--- config.mk ---
export PLATFORM = sky130hd
export DESIGN_NAME = seq_frame_extractor
export DESIGN_NICKNAME = d
export VERILOG_FILES = /design/src/rtl/seq_frame_extractor_pkg.sv /design/src/rtl/seq_frame_extractor_shift.sv /design/src/rtl/seq_frame_extractor.sv
export SDC_FILE = /design/constraint.sdc
export NUM_CORES = 1
export LEC_CHECK = 0
export ABC_CLOCK_PERIOD_IN_PS = 1650
export CORE_MARGIN = 3
export CORE_UTILIZATION = 50
export CTS_CLUSTER_SIZE = 8
export DETAILED_ROUTE_END_ITERATION = 10
export PLACE_DENSITY = 0.77
export SLEW_MARGIN = 10
export SYNTH_ARGS = -nofsm -noshare
export SYNTH_HDL_FRONTEND = slang
export SYNTH_SLANG_ARGS = --single-unit
--- constraint.sdc ---
create_clock -name clk -period 1.65 [get_ports clk]
set_input_delay 0.33 -clock clk [delete_from_list [all_inputs] [get_ports clk]]
set_output_delay 0.33 -clock clk [all_outputs]
set_load 0.005 [all_outputs]
--- src/rtl/seq_frame_extractor_pkg.sv ---
// Shared types and defaults for the 1101 detector and its frame extractor.
package seq_det_pkg;

    localparam int unsigned SEQ_PAYLOAD_W = 8;
    localparam int unsigned SEQ_OVF_W     = 8;

    // Extractor FSM; EX_PARITY is only reachable with SEQ_FRAME_PARITY_EN.
    typedef enum logic [1:0] {
        EX_HUNT,
        EX_CAPTURE,
        EX_PARITY
    } ext_state_e;

    // Upstream 1101 Moore detector states (hit is high in DET_GOT1101).
    typedef enum logic [2:0] {
        DET_IDLE,
        DET_GOT1,
        DET_GOT11,
        DET_GOT110,
        DET_GOT1101
    } det_state_e;

endpackage

--- src/rtl/seq_frame_extractor_shift.sv ---
// Serial-in/parallel-out payload shifter with shift-enable and clear.
// par_o shows the post-shift view while shifting, so the bit being sampled on
// this edge is already part of the parallel word fed to the output register.
module frame_shift_reg #(
    parameter int unsigned PAYLOAD_W = 8
) (
    input  logic                 clk,
    input  logic                 clr_i,
    input  logic                 shift_en_i,
    input  logic                 din_i,
    output logic [PAYLOAD_W-1:0] par_o
);

    logic [PAYLOAD_W-1:0] sr_q;
    logic [PAYLOAD_W-1:0] sr_d;

    // Next word: shift left, new bit enters at the LSB (first bit ends as MSB).
    always_comb begin
        sr_d = {sr_q[PAYLOAD_W-2:0], din_i};
    end

    // Shift register storage with synchronous clear.
    always_ff @(posedge clk) begin
        if (clr_i) begin
            sr_q <= '0;
        end else if (shift_en_i) begin
            sr_q <= sr_d;
        end
    end

    assign par_o = shift_en_i ? sr_d : sr_q;

endmodule

--- src/rtl/seq_frame_extractor.sv ---
// Frame extractor downstream of the 1101 detector: after each hit, captures
// PAYLOAD_W bits into a frame presented on a valid/ready port, and counts
// frames dropped while the consumer stalls.
// Optional: define SEQ_FRAME_PARITY_EN for a trailing even-parity bit and err.
module seq_frame_extractor
    import seq_det_pkg::*;
#(
    parameter int unsigned PAYLOAD_W = SEQ_PAYLOAD_W,
    parameter int unsigned OVF_W     = SEQ_OVF_W
) (
    input  logic                 clk,
    input  logic                 rst,
    input  logic                 x,
    input  logic                 hit,
    input  logic                 ready,
    output logic [PAYLOAD_W-1:0] data,
    output logic                 valid,
    output logic                 busy,
    output logic                 err,
    output logic [OVF_W-1:0]     ovf_cnt
);

    localparam int unsigned          CNT_W    = $clog2(PAYLOAD_W + 1);
    localparam logic [CNT_W-1:0]     LAST_IDX = CNT_W'(PAYLOAD_W - 1);

    ext_state_e              state_q;
    logic [CNT_W-1:0]        cnt_q;
    logic [PAYLOAD_W-1:0]    data_q;
    logic                    valid_q;
    logic [OVF_W-1:0]        ovf_q;
    logic [PAYLOAD_W-1:0]    frame_w;
    logic                    shift_en;
    logic                    frame_done;
    logic                    can_load;

    assign shift_en = ((state_q == EX_HUNT) && hit) || (state_q == EX_CAPTURE);
    assign can_load = !valid_q || ready;

`ifdef SEQ_FRAME_PARITY_EN
    logic err_q;
    assign frame_done = (state_q == EX_PARITY);
    assign err        = err_q;
`else
    assign frame_done = (state_q == EX_CAPTURE) && (cnt_q == LAST_IDX);
    assign err        = 1'b0;
`endif

    frame_shift_reg #(
        .PAYLOAD_W (PAYLOAD_W)
    ) u_shift (
        .clk        (clk),
        .clr_i      (!rst),
        .shift_en_i (shift_en),
        .din_i      (x),
        .par_o      (frame_w)
    );

    // Capture FSM, bit counter, output handshake registers and overrun counter.
    always_ff @(posedge clk) begin
        if (!rst) begin
            state_q <= EX_HUNT;
            cnt_q   <= '0;
            data_q  <= '0;
            valid_q <= 1'b0;
            ovf_q   <= '0;
`ifdef SEQ_FRAME_PARITY_EN
            err_q   <= 1'b0;
`endif
        end else begin
            if (valid_q && ready) begin
                valid_q <= 1'b0;
            end
            // A completing frame overrides the clear above when it can load.
            if (frame_done) begin
                if (can_load) begin
                    data_q  <= frame_w;
                    valid_q <= 1'b1;
`ifdef SEQ_FRAME_PARITY_EN
                    err_q   <= (^frame_w) ^ x;
`endif
                end else if (ovf_q != '1) begin
                    ovf_q <= ovf_q + OVF_W'(1);
                end
            end
            case (state_q)
                EX_HUNT: begin
                    if (hit) begin
                        cnt_q   <= CNT_W'(1);
                        state_q <= EX_CAPTURE;
                    end
                end
                EX_CAPTURE: begin
                    cnt_q <= cnt_q + CNT_W'(1);
                    if (cnt_q == LAST_IDX) begin
`ifdef SEQ_FRAME_PARITY_EN
                        state_q <= EX_PARITY;
`else
                        state_q <= EX_HUNT;
`endif
                    end
                end
                default: begin
                    state_q <= EX_HUNT;
                end
            endcase
        end
    end

    assign data    = data_q;
    assign valid   = valid_q;
    assign busy    = (state_q != EX_HUNT);
    assign ovf_cnt = ovf_q;

endmodule

==> Word level (Yosys, flattened, before mapping) <==
Cells that the tools add are included.
{ "classes": {"add_sub_neg": 2, "n_eq_ne": 5, "n_mux": 9, "n_bitwise": 1, "n_reduce_logical": 13} }
{ "op_table": {"columns": ["cell", "n"], "rows": [
  ["$add 8x1->8 const B", 1],
  ["$mux 8", 1],
  ["$ne 8x8->1 const B", 1],
  ["$pmux 4 s2", 1],
  ["$reduce_and 2->1", 3],
  ["$add 4x1->4 const B", 1],
  ["$eq 4x3->1 const B", 1],
  ["$mux 2", 2],
  ["$mux 4", 1],
  ["$pmux 2 s2", 1],
  ["$reduce_bool 2->1", 2],
  ["$logic_and 1x1->1", 3],
  ["$mux 1", 3],
  ["$reduce_and 3->1", 1],
  ["$eq 2x1->1 const B", 1],
  ["$logic_not 2->1", 1],
  ["$logic_or 1x1->1", 2],
  ["$ne 2x1->1 const B", 1],
  ["$ne 2x2->1 const B", 1],
  ["$logic_not 1->1", 1],
  ["$not 1->1", 1]
]} }
{ "totals": {"regBits": 31, "inputBits": 5, "wordCells": 36} }

==> Logic depth before layout (Yosys ltp) <==
Gate-level depths: netlist of the first run.
{ "logic_depth": {"ltp_word": 4, "mapped_depth": 7} }

==> Modules after synthesis <==
Synthesis of the first run repeated with hierarchy kept, for this count alone.
{ "hier_totals": {"cells_unflattened": 125, "area_unflattened_um2": 1292.5} }
{ "modules_own_cells": {"columns": ["mod", "instances", "cells_per_inst", "area_per_inst_um2", "seq_area_each_um2"], "rows": [
  ["seq_frame_extractor", 1, 100, 950.9, 440.4],
  ["frame_shift_reg", 1, 25, 341.6, 160.2]
]} }

==> Worst setup path after synthesis of the first run <==
No wires, ideal clock.
{ "synth_timing": {"path_type": "register to register", "startpoint": "reg cnt_q[0]", "endpoint": "reg ovf_q[0] (netlist: ovf_cnt[0])", "setup_ns": 0.072, "t_arrival_ns": 1.376, "required_time_ns": 1.578, "path_slack_ns": 0.202, "path_stages_with_launch": 6, "n_path_buf": 0, "synth_period_minus_slack_ns": 1.448, "path_cell_list": "dfxtp_1 -> ha_1 -> nand4b_4 -> or2_4 -> a31oi_4 -> mux2i_1"} }
{ "synth_via": {"elab_chain_cells": 3} }
{ "synth_rtl": {"columns": ["element", "line", "source"], "rows": [
  ["start, declared", "seq_frame_extractor.sv:27", "logic [CNT_W-1:0] cnt_q;"],
  ["start signal, assigned", "seq_frame_extractor.sv:93", "cnt_q <= cnt_q + CNT_W'(1);"],
  ["$eq 4x3->1", "seq_frame_extractor.sv:44", "assign frame_done = (state_q == EX_CAPTURE) && (cnt_q == LAST_IDX);"],
  ["$logic_and 1x1->1", "seq_frame_extractor.sv:44", null],
  ["$reduce_and 3->1 (no line)", null, null],
  ["end signal, assigned", "seq_frame_extractor.sv:82", "ovf_q <= ovf_q + OVF_W'(1);"],
  ["end, declared", "seq_frame_extractor.sv:30", "logic [OVF_W-1:0] ovf_q;"]
]} }
Every way passes these cells.
A chain may end at the register's enable or synchronous reset.

==> Worst setup path in the final report of the first run <==
{ "layout_timing": {"startpoint": "reg ovf_q[2] (netlist: ovf_cnt[2])", "endpoint": "out ovf_cnt[2]"} }
{ "layout_rtl": {"columns": ["element", "line", "source"], "rows": [
  ["end, declared", "seq_frame_extractor.sv:20", "output logic [OVF_W-1:0] ovf_cnt"]
]} }
No word-level cell between the ends.

==> results of run 1 <==
==> cell usage after synthesis, drive strengths merged <==
cell | count | area share [%]
nand4b | 1 | 1.8
nand2 | 7 | 2.0
conb | 1 | 0.29
dfxtp | 30 | 46
nor2b | 2 | 1.1
a211oi | 10 | 6.5
inv | 3 | 0.86
nor3 | 3 | 2.0
xor2 | 2 | 1.3
nand2b | 3 | 1.4
a31oi | 2 | 2.1
a21o | 2 | 1.1
nand4 | 2 | 0.95
mux2i | 12 | 9.1
or2 | 1 | 0.67
nor4 | 2 | 1.9
buf | 5 | 3.1
nor2 | 22 | 7.2
ha | 2 | 1.9
o21ai | 3 | 1.1
nand3 | 5 | 1.9
and2 | 1 | 0.48
clkbuf | 2 | 0.57
a21oi | 4 | 1.5
and3 | 3 | 1.4
nor3b | 3 | 1.7
==> worst min-delay path by stage <==
stage | start | end | slack (ps) | depth (start not counted)
floorplan | u_shift.sr_q[7]$_SDFF_PN0_ | u_shift.sr_q[7]$_SDFF_PN0_ | 460 | 2
CTS | data[7]$_SDFFE_PN0P_ | data[7]$_SDFFE_PN0P_ | 500 | 2
detailed placement | data[7]$_SDFFE_PN0P_ | data[7]$_SDFFE_PN0P_ | 490 | 2
global route | cnt_q[0]$_SDFFE_PN0P_ | cnt_q[0]$_SDFFE_PN0P_ | 520 | 1
finish | cnt_q[0]$_SDFFE_PN0P_ | cnt_q[0]$_SDFFE_PN0P_ | 500 | 1
global placement | ovf_cnt[1]$_SDFFE_PN0P_ | ovf_cnt[1]$_SDFFE_PN0P_ | 480 | 2
==> metal layers <==
layer	GRT usage (%)	wire, um	vias up
li1	-	-	529
met1	18.8	1110	465
met2	26.6	1130	19
met3	4.98	99	2
met4	4.97	18	0
met5	0	0	-
==> sequential cells by signal (all words and copies together), names as in the netlist <==
name / count
u_shift.sr_q: 8
ovf_cnt: 8
state_q: 1
data: 8
cnt_q: 4
valid: 1
==> worst reg2reg max path: stages, from the launching register on <==
cell and delay [ps]:
dfxtp_1 410, ha_4 180, nand4b_4 170, or2_4 320, a31oi_4 190, mux2i_1 220
==> report_power, final <==
part	total [uW]	switching [uW]	internal, uW
registers	746	10.9	735
clock network	559	237	321
logic	79.6	38.5	41.0
total	1380	287	1100
==> logic make-up (layout without fill, tap and decap cells) <==
logic type | Yosys count | in the layout | synth area share [%]
AO/OA/AOI/OAI | 21 | 21 | 12.4
adder cells (fa/ha/maj) | 2 | 2 | 1.90
flip-flops | 30 | 30 | 45.7
AND/OR/NAND/NOR | 55 | 55 | 24.7
other | 1 | 1 | 0.285
multiplexers | 12 | 12 | 9.14
buffers and inverters | 10 | 41 | 4.57
XOR/XNOR | 2 | 2 | 1.33
==> area by class of cell <==
class / instances / area [sq um] / share of cell area, %
Multi-Input combinational cell: 93 / 666 / 39.1
Sequential cell: 30 / 609 / 35.8
Timing Repair Buffer: 30 / 305 / 17.9
Clock buffer: 7 / 45.0 / 2.65
Tap cell: 28 / 35.0 / 2.06
Clock inverter: 1 / 30.0 / 1.76
Inverter: 3 / 11.3 / 0.662
==> through the flow <==
stage | setup TNS, ps | instances | util (%) | total power [uW]
6_report | 0 | 192 | 72.7 | 1380
5_1_grt | 0 | 192 | 72.7 | 1440
4_1_cts | 0 | 192 | 71.9 | 1400
3_5_place_dp | -449 | 184 | 68.6 | 840
3_3_place_gp | -206 | 184 | 68.6 | 837
2_1_floorplan | 0 | 133 | - | 809
==> repair_timing <==
action	CTS	global route
setup endpoints to repair	2	9
pin swaps	0	0
gates resized for setup	2	7
buffers inserted	0	0
==> summary.md, run 1 <==
| Metric | Value |
|---|---|
| CP Max Fanout | `6` |
| FF-to-FF Start | `cnt_q[1]$_SDFFE_PN0P_` |
| Cell Pwr Density | `814 nW/um^2` |
| Clk root buf | `clkbuf_4` |
| Die footprint | `3280 sq um` |
| WHS | `498 ps` |
| Max cap viols | `0` |
| Number of vias per cell | `5.29` |
| WL per Instance | `12.3 um` |
| Tmin final | `1580 ps` |
| Worst vdd ir | `0.000760 V` |
| Detailed Place HPWL | `1740 um` |
| DR iter-0 viols | `35` |
| Port bufs | `22` |
| Gr ovfl total | `0` |
| Critical Path Sink | `ovf_cnt[2]` |
| Largest net degree at the start of global routing | `24` |
| Detail Route Antenna Nets | `0` |
| RSZ-0062 raised after global routing | `false` |
| Critical Path Slowest Stage Cell | `clkdlybuf4s50_1` |
| Antenna violations before repair | `0` |
| Clock Skews | `14.4 ps` |
| Syn Nets | `140` |
| Ratio of cells with drive above 1 in the final layout | `20.7%` |
| Die width | `57.3 um` |
| Setup WS pre-CTS | `-97.9 ps` |
| Design area | `1700 sq um` |
| Cts bufs inserted | `5` |
| Leakage | `0.000648 uW` |
| YS warnings | `0` |
| Tcrit/Tclk final | `95.8%` |
| Register bit total from synthesis | `30` |
| Final setup fails | `0` |
| Min-Delay Path Class | `flip-flop to flip-flop` |
| R2R depth | `5` |
| Fillcell total | `172` |
| Post-Synthesis Cells | `133` |
| Skew-Pair Late Insertion Delay | `320 ps` |
| Placed Area | `1610 sq um` |
| Commonest cells after routing, fill and taps aside | `dfxtp_1 (23), clkdlybuf4s50_1 (22), nor2_1 (19)` |
| CORE AREA | `2340 sq um` |
| Die Height | `57.3 um` |
| CP cell instances | `clkdlybuf4s50_1` |
| Global placement routability congestion | `0.741` |
| Library cells used by synthesis | `35` |
| CTS clock-pin slew for the worst setup and hold paths | `100 ps` |
| Crit path from | `ovf_cnt[2]$_SDFFE_PN0P_` |
| P&R area growth vs syn | `29.5%` |
| WP buf/inv | `1` |
| Stages on the worst setup path | `1` |
| Sequential share of the synthesized area | `45.7%` |
| Top Ports | `24` |
| Crit Path Category | `flip-flop to output pin` |
| Crit end category | `output pin` |
| First-pass DRT Iterations | `4` |
| Synth Area per Inst | `9.88 sq um` |
| CP Launch Type | `flip-flop` |
| Final Hold Viols | `0` |
| Hold buffer count at cts | `0` |
| Ant. Diodes | `0` |
| Layout Nets | `170` |
| FP Rows | `17` |
| Vias | `1015` |
| CTS tree | `yes` |
| Fin worst setup slack | `70.0 ps` |
| H-tree levels | `2` |
| Arr. time, crit path | `1250 ps` |
| Final wirelength | `2360 um` |
| DRC viols | `0` |
| Vias in the first global route | `946` |
| Total GRT Usage | `15.7%` |
| Sink Count | `30` |
| Outcome | `finished clean` |
| WP data required | `1320 ps` |
| R2R Setup Slk | `110 ps` |
| Clock Path Buffers | `2` |
| CP delay by family, top | `buffers and inverters` |
| Initial Util | `56.1%` |
| Slowest stage delay, CP | `520 ps` |
| Netlist Area Pre-Place | `1310 sq um` |
| R2R Path End | `ovf_cnt[1]$_SDFFE_PN0P_` |
| First-pass GRT wire length | `4060 um` |
| Most common cell after layout, fill and taps aside | `dfxtp_1` |
| Final Slew Violations | `0` |
| Max Freq | `0.633 GHz` |
Power figures use the tool's default switching activity.
==> run 2, diff against run 1 <==
Settings changed: ABC_CLOCK_PERIOD_IN_PS 1650 to 1800, GPL_TIMING_DRIVEN set to 0.
Clock period 1.65 ns to 1.8 ns, I/O delays scaled along.
==> run 2 against run 1 <==
  * Critical path depth did not move
  * Sequential power shrank 8.7%
  * Core utilization fell by 3.5 points
  * Cell count decreased by 1.0%
  * Critical path type unchanged
==> summary.md, run 2 (synthesized netlist as in run 1, its figures left out) <==
| Metric | Value |
|---|---|
| Outcome | `finished clean (unchanged)` |
| Sw Pwr | `276 uW (was 287 uW)` |
| Ant. Diodes | `0 (unchanged)` |
| Clock Skews | `7.12 ps (was 14.4 ps)` |
| Vias in the first global route | `976 (was 946)` |
| Tmin final | `1720 ps` |
| Worst vdd ir | `0.000611 V (was 0.000760 V)` |
| Leakage | `0.000618 uW (was 0.000648 uW)` |
| Post-CTS sizing | `0 (was 2)` |
| WL per Instance | `13.3 um (was 12.3 um)` |
| Top Ports | `24 (unchanged)` |
| P&R area growth vs syn | `23.2% (was 29.5%)` |
| Ratio of cells with drive above 1 in the final layout | `14.2% (was 20.7%)` |
| DRC viols | `0 (unchanged)` |
| Multi-input gate area | `653 sq um (was 666 sq um)` |
| Setup TNS | `0 ps (unchanged)` |
| Finished Core Util | `69.2% (was 72.7%)` |
| CORE AREA | `2340 sq um (unchanged)` |
| Gr ovfl total | `0 (unchanged)` |
| Non-Filler Instances | `190 (was 192)` |
| Sequential Power Share | `58.3% (was 53.9%)` |
| Crit end category | `output pin (unchanged)` |
| Detail Route Antenna Nets | `0 (unchanged)` |
| CTS clock-pin slew for the worst setup and hold paths | `90 ps (was 100 ps)` |
| Die Height | `57.3 um (unchanged)` |
| Vias | `1024 (was 1015)` |
| CP cell instances | `clkdlybuf4s50_1 (unchanged)` |
| Die width | `57.3 um (unchanged)` |
| Slowest stage delay, CP | `550 ps (was 520 ps)` |
| CTS tree | `yes (unchanged)` |
| Clock power share | `36.0% (was 40.4%)` |
| Clk root buf | `clkbuf_4 (unchanged)` |
| Fillcell total | `193 (was 172)` |
| Layout Nets | `168 (was 170)` |
| CP delay by family, top | `buffers and inverters (unchanged)` |
| FP Rows | `17 (unchanged)` |
| Placed insts | `182 (was 184)` |
| RSZ-0062 raised after global routing | `false (unchanged)` |
| Port bufs | `21 (was 22)` |
| Die footprint | `3280 sq um (unchanged)` |
| Reg area | `601 sq um (was 609 sq um)` |
| Comb power frac | `5.7% (about the same)` |
| Final wirelength | `2530 um (was 2360 um)` |
| WP data required | `1440 ps (was 1320 ps)` |
| CP Max Fanout | `6 (unchanged)` |
| Number of vias per cell | `5.39 (was 5.29)` |
| CP Launch Type | `flip-flop (unchanged)` |
| First-pass GRT wire length | `4450 um (was 4060 um)` |
| H-tree levels | `2 (unchanged)` |
| Arr. time, crit path | `1360 ps (was 1250 ps)` |
| Commonest cells after routing, fill and taps aside | `dfxtp_1 (30), clkdlybuf4s50_1 (21), nor2_1 (19) (was dfxtp_1 (23), clkdlybuf4s50_1 (22), nor2_1 (19))` |
| Max cap viols | `0 (unchanged)` |
| Cell Pwr Density | `722 nW/um^2 (was 814 nW/um^2)` |
| Post-CTS Setup Bufs | `0 (unchanged)` |
| Global placement routability congestion | `0.741 (about the same)` |
| Clock Path Buffers | `2 (unchanged)` |
| Crit Path Category | `flip-flop to output pin (unchanged)` |
| Sink Count | `30 (unchanged)` |
| Initial Util | `56.1% (unchanged)` |
| Total GRT Usage | `18.1% (was 15.7%)` |
| DR iter-0 viols | `22 (was 35)` |
| Max Freq | `0.582 GHz` |
| Final setup fails | `0 (unchanged)` |
| Net Sw Frac | `23.6% (was 20.7%)` |
| Cell internal pwr | `892 uW (was 1100 uW)` |
| Min-Delay Path Class | `input pin to flip-flop (was flip-flop to flip-flop)` |
| WP buf/inv | `1 (unchanged)` |
| Final Hold Viols | `0 (unchanged)` |
| Tcrit/Tclk final | `95.5%` |
| Antenna violations before repair | `0 (unchanged)` |
| Detailed Place HPWL | `1790 um (was 1740 um)` |
| First-pass DRT Iterations | `4 (unchanged)` |
| Cts bufs inserted | `5 (unchanged)` |
| Most common cell after layout, fill and taps aside | `dfxtp_1 (unchanged)` |
| Critical Path Slowest Stage Cell | `clkdlybuf4s50_1 (unchanged)` |
| Final Slew Violations | `0 (unchanged)` |
| Hold buffer count at cts | `0 (unchanged)` |
| Skew-Pair Late Insertion Delay | `340 ps (was 320 ps)` |
| Largest net degree at the start of global routing | `11 (was 24)` |
[run 2: path summary, 6_finish.rpt]
check | startpoint | to | cells past startpoint | slack (ps)
worst min-delay path | rst | ovf_cnt[1]$_SDFFE_PN0P_ | 3 | 420
worst max register to register | cnt_q[0]$_SDFFE_PN0P_ | ovf_cnt[6]$_SDFFE_PN0P_ | 5 | 190
worst max-delay path | ovf_cnt[2]$_SDFFE_PN0P_ | ovf_cnt[2] | 1 | 80
worst min register to register | ovf_cnt[1]$_SDFFE_PN0P_ | ovf_cnt[1]$_SDFFE_PN0P_ | 2 | 500
[run 2: metal layers]
layer / wire length, um / track usage (%) / vias up
met5: 0 / 0 / -
met4: 84 / 12.9 / 0
met3: 103 / 4.98 / 9
met2: 1160 / 28.4 / 23
met1: 1190 / 21.1 / 475
li1: - / - / 517
[run 2: layout make-up]
class | instances | share of cell area [%]
sequential | 30 | 37.1
clock buffer | 7 | 3.40
multi-input combinational | 93 | 40.3
tap | 28 | 2.16
inverter | 3 | 0.696
buffer | 7 | 3.01
clock inverter | 1 | 0.309
timing repair buffer | 21 | 13.0
[run 2: stage by stage]
step | area [sq um] | total power (uW) | setup WS [ps] | hold WS (ps)
2_1_floorplan | 1310 | 741 | 352 | 461
3_3_place_gp | 1560 | 761 | -102 | 475
3_5_place_dp | 1560 | 763 | -143 | 494
4_1_cts | 1620 | 1180 | 81.3 | 408
5_1_grt | 1620 | 1210 | 56.5 | 458
6_report | 1620 | 1170 | 81.6 | 425
[run 2: power groups by stage]
| stage | logic, uW | registers [uW] | clock network (uW) |
|---|---|---|---|
| 2_1_floorplan | 46.4 | 695 | 0 |
| 3_3_place_gp | 64.8 | 696 | 0 |
| 3_5_place_dp | 66.5 | 697 | 0 |
| 4_1_cts | 66.6 | 682 | 432 |
| 5_1_grt | 73.2 | 683 | 459 |
| 6_report | 66.3 | 681 | 421 |
[run 2: worst reg2reg max path, cell delays in order, from the launching register on]
cell and delay [ps]:
dfxtp_1 400, ha_1 250, nand4b_4 200, nor4_2 380, mux2i_1 220, nor2_1 50
